<file path="src/rtl/pio_sm_sequencer.sv">
// rtl/pio_sm_sequencer.sv - PIO state-machine sequencer: pc, fractional clock divider, delay counter, side-set latch
module pio_sm_sequencer (
  input  logic        clk,
  input  logic        reset,
  input  logic        en,
  input  logic        restart,
  input  logic [15:0] div_int,
  input  logic [7:0]  div_frac,
  input  logic [4:0]  wrap_target,
  input  logic [4:0]  wrap_top,
  input  logic [4:0]  delay,
  input  logic [4:0]  side_set,
  input  logic        sideset_enabled,
  input  logic        stall,
  input  logic        jmp,
  input  logic [4:0]  jmp_addr,
  output logic        exec_en,
  output logic [4:0]  pc,
  output logic [4:0]  sideset_out,
  output logic        sideset_valid,
  output logic        delaying
);

  typedef enum logic {EXEC = 1'b0, DELAY = 1'b1} state_t;

  state_t      state_q, state_d;
  logic [16:0] cnt_q, cnt_d;
  logic [7:0]  acc_q, acc_d;
  logic [4:0]  dcnt_q, dcnt_d;
  logic [4:0]  pc_q, pc_d;
  logic [4:0]  ss_q, ss_d;
  logic        ssv_q, ssv_d;
  logic        tick;
  logic [8:0]  frac_sum;
  logic [16:0] div_m1;

  assign tick          = en && (cnt_q == 17'd0);
  assign exec_en       = tick && (state_q == EXEC);
  assign pc            = pc_q;
  assign sideset_out   = ss_q;
  assign sideset_valid = ssv_q;
  assign delaying      = (state_q == DELAY);

  // A zero integer divisor stands for 65536, so its reload value is 65535.
  assign div_m1   = (div_int == 16'd0) ? 17'd65535 : ({1'b0, div_int} - 17'd1);
  assign frac_sum = {1'b0, acc_q} + {1'b0, div_frac};

  always_comb begin
    state_d = state_q;
    cnt_d   = cnt_q;
    acc_d   = acc_q;
    dcnt_d  = dcnt_q;
    pc_d    = pc_q;
    ss_d    = ss_q;
    ssv_d   = 1'b0;
    if (en) begin
      if (tick) begin
        cnt_d = div_m1 + {16'd0, frac_sum[8]};
        acc_d = frac_sum[7:0];
        case (state_q)
          EXEC: begin
            if (sideset_enabled) begin
              ss_d  = side_set;
              ssv_d = 1'b1;
            end
            if (!stall) begin
              if (jmp)                 pc_d = jmp_addr;
              else if (pc_q == wrap_top) pc_d = wrap_target;
              else                     pc_d = pc_q + 5'd1;
              if (delay != 5'd0) begin
                state_d = DELAY;
                dcnt_d  = delay;
              end
            end
          end
          DELAY: begin
            dcnt_d = dcnt_q - 5'd1;
            if (dcnt_q == 5'd1) state_d = EXEC;
          end
          default: state_d = EXEC;
        endcase
      end else begin
        cnt_d = cnt_q - 17'd1;
      end
    end
  end

  always_ff @(posedge clk) begin
    if (reset) begin
      state_q <= EXEC;
      cnt_q   <= 17'd0;
      acc_q   <= 8'd0;
      dcnt_q  <= 5'd0;
      pc_q    <= 5'd0;
      ss_q    <= 5'd0;
      ssv_q   <= 1'b0;
    end else if (restart) begin
      // Side-set latch deliberately survives a restart.
      state_q <= EXEC;
      cnt_q   <= 17'd0;
      acc_q   <= 8'd0;
      dcnt_q  <= 5'd0;
      pc_q    <= wrap_target;
      ssv_q   <= 1'b0;
    end else begin
      state_q <= state_d;
      cnt_q   <= cnt_d;
      acc_q   <= acc_d;
      dcnt_q  <= dcnt_d;
      pc_q    <= pc_d;
      ss_q    <= ss_d;
      ssv_q   <= ssv_d;
    end
  end

endmodule

</file>
<file path="config.mk">
export PLATFORM = sky130hd
export DESIGN_NAME = pio_sm_sequencer
export DESIGN_NICKNAME = d
export VERILOG_FILES = /design/src/rtl/pio_sm_sequencer.sv
export SDC_FILE = /design/constraint.sdc
export NUM_CORES = 1
export LEC_CHECK = 0
export CAP_MARGIN = 10
export CORE_MARGIN = 3
export CORE_UTILIZATION = 34
export DETAILED_ROUTE_END_ITERATION = 16
export DONT_BUFFER_PORTS = 1
export SLEW_MARGIN = 20
export SYNTH_ARGS = -nofsm -noshare
export SYNTH_HDL_FRONTEND = slang
export SYNTH_SLANG_ARGS = --single-unit
</file>
<file path="constraint.sdc">
create_clock -name clk -period 9.1 [get_ports clk]
set_clock_uncertainty 0.15 [all_clocks]
set_input_delay 0.455 -clock clk [delete_from_list [all_inputs] [get_ports clk]]
set_output_delay 0.455 -clock clk [all_outputs]
set_load 0.005 [all_outputs]
</file>
==> flow_summary.ini, run 1 <==
[global_route]
grt_util_all_layers_pct = 14.28
grt_pass1_vias = 2912
grt_pass1_wl_um = 13430
grt_max_degree = 31
grt-ovfl-total = 0
grt_antenna_before_repair = 0

[yosys]
avgSynthCellArea_um2 = 7.937
synth_adder_area_share_pct = 6.114
synth_seq_cells = 42
synthCells = 428
synth_cell_types = 74
syn-num-nets = 500
synth_edf_count = 0
async_flop_share_pct = 0
ys_warn_count = 0
yosys_most_used_dff = dfxtp_1
synthSimpleGateAreaFrac_pct = 30.46
synth_top_family_by_area = simple AND/OR/NAND/NOR gates
synthesis.area_um2 = 3397
synth_xor_area_share_pct = 8.508
ys_seq_area_share_pct = 24.75
synth_compound_area_share_pct = 22.14
synthMuxAreaShare_pct = 4.162

[placement]
dpl.hpwl_um = 6115
gp_congestion = 0.8334
place_ws_ns = 5.617
port-buffer-count = 0

[pwr]
cellLeakagePower_nw = 1.239
p_per_area_nw_per_um2 = 139.2
fin_total_pwr_w = 0.0004977
peakVddDrop_mv = 0.05553

[layout]
layout_common_cells = nand2_1 (54), dfxtp_1 (42), nor2_1 (37)
n_antenna_cell = 0
drive_gt1_share_pct = 8.413
final_common_cell = nand2_1
area_growth_pct = 5.230
fin_nets = 489
fin_util_pct = 37.79

[timing]
setup_violations = 0
relSlewSlack_pct = 52.23
tightest_slew_ns = 0.7126
rsz0062_at_grt = no
clock.fmax_ghz = 0.2898
drv_slew = 0
min_period_over_period_pct = 37.92
hold_viol = 0
period_needed_ns = 3.450
setup_slack_ns = 5.650
timing.hold.ws_ns = 0.06459
finalSetupTns_ns = 0

[drt]
ant_nets = 0
via_per_inst = 5.464
drtIter0Drc = 158
drt-total-wl_um = 7981
drcViolationCount = 0
wl_per_cell_um = 14.64
vias = 2978
first_pass_iters = 4

[cts]
cts_buffers = 5
cts_tree = built
cts_hold_buf = 0
cts_root_buffer = clkbuf_8
htree_levels = 2
cts_setup_buffers = 0
cts_buffer_depth = 2
path_clk_slew_ns = 0.08
cts_sinks = 42
clkLatencyLatePin_ns = 0.29
cts_resized = 0

[floorplanning]
die-area_um2 = 11230
io_pins = 69
rows = 35
die-width_um = 106.0
die_y_um = 106.0
core_area_um2 = 9459
start_util_pct = 35.91

[setup_path]
startpoint_type = flip-flop
crit_fanout = 7
endpoint_kind = output pin
cp_data_arrival_time_ns = 2.85
required_ns = 8.50
path_class = flip-flop to output pin

[run]
maxCapViolations = 0

[outcome]
status = finished, final reports clean

[min_path]
hold_path_class = input port to flip-flop
-- through the flow --
stage,instance area (um2),std cells
after global routing,3575,545
after detailed placement,3492,539
after CTS,3575,545
after global placement,3492,539
after floorplan,3397,428
final,3575,545
-- synth_stat cells (2+ instances only) --
master    instances  area share, %
a211oi_1         11            2.4
a21o_1            4           0.88
a21oi_1          33            4.9
a22o_1            2           0.52
a22oi_1           3           0.66
a31oi_1           3           0.55
and3_1            2           0.37
buf_2             3           0.44
clkbuf_1         14            1.5
dfxtp_1          42             25
ha_1             15            5.5
inv_1            12            1.3
mux2i_1          13            3.8
nand2_1          54            6.0
nand2b_1          4           0.74
nand3_1          16            2.4
nand3b_1          3           0.66
nand4_1           3           0.55
nand4_4           2            1.3
nor2_1           37            4.1
nor2b_1           6            1.1
nor3_1           14            2.1
nor3_2            3           0.88
nor3_4            2           0.96
nor4_1            5           0.92
nor4_4            4            2.5
o211ai_1          8            1.8
o21ai_0          16            2.4
o21ai_1           4           0.59
o21bai_1          2           0.44
o22ai_1           5           0.92
o31a_1            2           0.52
o32ai_1           2           0.52
o41ai_1           2           0.52
or2_2             2           0.37
or3_1             2           0.37
or4_1             4           0.88
or4_4             2           0.66
xnor2_1          26            6.7
xor2_1            7            1.8
-- critical path, cell delays in order (launching register included) --
cell and delay [ns]:
dfxtp_1 0.34, inv_1 0.08, ha_1 0.17, nor2b_1 0.41, nand3_2 0.24, or4_1 0.67, or3_4 0.44, nor2_1 0.21
-- kinds of logic after synthesis --
logic type	count (synthesis)
xor gates and xnor gates	33
and+or+nand+nor	178
muxes	14
buffers and inverters	32
adders and majority gates	16
DFF	42
AOI/OAI and AO/OA	113
-- area by class of cell --
type / instances / area [um2]
fillers: 1006 / 5884
repair buffers: 1 / 7.507
inverters: 13 / 48.80
flip-flops and latches: 42 / 840.8
clock buffers: 6 / 82.58
multi-input cells: 354 / 2434
well taps: 129 / 161.4
-- sequential cells by signal, summed over array words and instances (netlist names) --
register and flops:
cnt_q 17, acc_q 8, dcnt_q 5, pc 5, sideset_out 5, delaying 1
sideset_valid 1
-- routing by layer --
layer	vias to the layer above	track usage (%)	wire [um]
met1	1356	19.62	3925
met5	-	0	0
met2	66	22.86	3473
li1	1550	-	-
met3	6	2.854	487
met4	0	3.793	94
-- where the power goes --
group | leakage (nW) | internal [W] | switching, W
registers | 0.341 | 0.000197 | 0.0000143
clock network | 0.0431 | 0.0000586 | 0.0000621
logic | 0.854 | 0.0000683 | 0.0000976
-- final timing paths --
check / startpoint / end / slack [ns] / cells past startpoint
worst max register to register: acc_q[0] / cnt_q[14] / 5.71 / 16
worst max-delay path: cnt_q[0] / exec_en / 5.65 / 7
worst min-delay path: reset / pc[4] / 0.06 / 1
worst min register to register: acc_q[6] / acc_q[6] / 0.31 / 2
(Power assumes the default switching activity.)
==> run 2: changes to the inputs <==
==> constraint.sdc (replaced) <==
create_clock -name clk -period 2.8 [get_ports clk]
set_clock_uncertainty 0.15 [all_clocks]
set_input_delay 0.14 -clock clk [delete_from_list [all_inputs] [get_ports clk]]
set_output_delay 0.14 -clock clk [all_outputs]
set_load 0.005 [all_outputs]
==> flow_summary.ini, run 2 (same netlist as run 1, synthesis figures left out) <==
[outcome]
violations = setup timing
status = finished, violations left

[cts]
cts_root_buffer = clkbuf_8
cts_buffer_depth = 2
path_clk_slew_ns = 0.08
clkLatencyLatePin_ns = 0.30
cts_buffers = 5
htree_levels = 2
cts_tree = built
cts_sinks = 42

[drt]
drt-total-wl_um = 9009
drcViolationCount = 0
ant_nets = 0
wl_per_cell_um = 14.99
vias = 3257
via_per_inst = 5.419
drtIter0Drc = 195
first_pass_iters = 4

[setup_path]
cp_data_arrival_time_ns = 3.12
cpLargestDelayFamily = simple AND/OR/NAND/NOR gates
path_cells = ha_4 -> fa_2 -> a21o_1 -> a21oi_2 -> o21bai_1 -> a21oi_2 -> nor2b_1 -> o21ai_1 -> nand2b_1 -> ha_2 -> ha_4 -> nand2_2 -> or4b_4 -> nor4_4 -> xnor2_1 -> a211oi_2
crit_fanout = 4
startpoint_type = flip-flop
required_ns = 2.81
path_class = flip-flop to flip-flop
crit_buf_inv = 0
r2r_slack_ns = -0.31
endpoint_kind = flip-flop
critPathSlowestCell = or4b_4
crit_path_max_incr_delay_ns = 0.57

[layout]
nFillCells = 951
layout_common_cells = nand2_1 (53), dfxtp_1 (41), nor2_1 (35)
area_growth_pct = 24.20
n_antenna_cell = 0
regMostFlops = cnt_q
largest_reg_flops = 17
final_area_um2 = 4219
reg.largest.list = cnt_q: 17 flops, acc_q: 8 flops
final_common_cell = nand2_1
seq_area_um2 = 842.1
fin_util_pct = 44.60
drive_gt1_share_pct = 17.58
multi_input_area_um2 = 2544
fin_nets = 543
final_cells = 601

[floorplanning]
rows = 35
die_y_um = 106.0
core_area_um2 = 9459
die-area_um2 = 11230
die-width_um = 106.0
start_util_pct = 35.91
io_pins = 69

[pwr]
p_switching_w = 0.0006161
cellLeakagePower_nw = 1.525
peakVddDrop_mv = 0.2324
combPwrFrac_pct = 34.5
seqPwrFrac_pct = 35.1
swShare_pct = 31.56
p_clk_share_pct = 30.4
fin_total_pwr_w = 0.001952
p_per_area_nw_per_um2 = 462.7
intPower_w = 0.001336

[placement]
dp_cells = 567
place_ws_ns = -0.2981
postPlaceCellArea_um2 = 3737
dpl.hpwl_um = 6483
gp_congestion = 0.8381
port-buffer-count = 0

[run]
maxCapViolations = 0

[timing]
rsz0062_at_grt = yes
relSlewSlack_pct = 56.95
clock.fmax_ghz = 0.3219
min_period_over_period_pct = 110.9
drv_slew = 0
period_needed_ns = 3.106
hold_viol = 0
tightest_slew_ns = 0.6458
setup_slack_ns = -0.3064
setup_violations = 9

[global_route]
grt_pass1_vias = 3184
grt_antenna_before_repair = 0
grt_max_degree = 31
grt_util_all_layers_pct = 15.67
grt-ovfl-total = 0
grt_pass1_wl_um = 14770

[min_path]
hold_path_class = input port to flip-flop
[run 2: what timing repair did]
| item | in CTS | in global routing |
|---|---|---|
| buffers inserted | 1 | 1 |
| endpoints found under the hold margin | 26 | 0 |
| gates resized for setup | 6 | 13 |
| pin swaps | 3 | 14 |
| endpoints found under the setup margin | 14 | 25 |
| hold buffers | 24 | 0 |
[run 2: area by class of cell]
class | instances | area share [%]
clock buffer | 6 | 1.957
multi-input combinational | 354 | 60.29
tap | 129 | 3.826
clock inverter | 2 | 1.423
inverter | 13 | 1.157
timing repair buffer | 55 | 11.39
sequential | 42 | 19.96
[run 2: routing by layer]
metal  wire, um  share of wire [%]  global-route usage (%)  up-vias
li1           -                  -                       -     1664
met1       4192                 47                   20.83     1487
met2       4119                 46                   25.05       92
met3        525                5.8                   3.157       14
met4        171                1.9                   5.920        0
met5          0                  0                       0        -
[run 2: final timing paths]
check	startpoint	endpoint	cells past startpoint
worst min-delay path	delay[3]	dcnt_q[3]	3
worst min register to register	acc_q[3]	acc_q[3]	2
worst max register to register	acc_q[0]	cnt_q[14]	16
worst max-delay path	acc_q[0]	cnt_q[14]	16
[run 2: through the flow]
| step | TNS, ns | hold WS [ns] |
|---|---|---|
| after floorplan | -0.2988 | 0.1260 |
| after global placement | -1.736 | 0.06192 |
| after detailed placement | -2.326 | 0.06216 |
| after CTS | -2.285 | 0.003324 |
| after global routing | -4.170 | 0.02218 |
| final | -1.933 | 0.01180 |
[run 2: tightest hold or removal path: stages]
cell and delay (ns):
a22o_1 0.12, nand2_1 0.05, a21oi_1 0.12
[run 2: power by group through the flow]
stage | clock, W | combinational [W] | sequential (W)
2_1_floorplan | 0 | 0.000460 | 0.000688
3_3_place_gp | 0 | 0.000616 | 0.000698
3_5_place_dp | 0 | 0.000623 | 0.000699
4_1_cts | 0.000611 | 0.000663 | 0.000685
5_1_grt | 0.000635 | 0.000749 | 0.000693
6_report | 0.000593 | 0.000673 | 0.000686
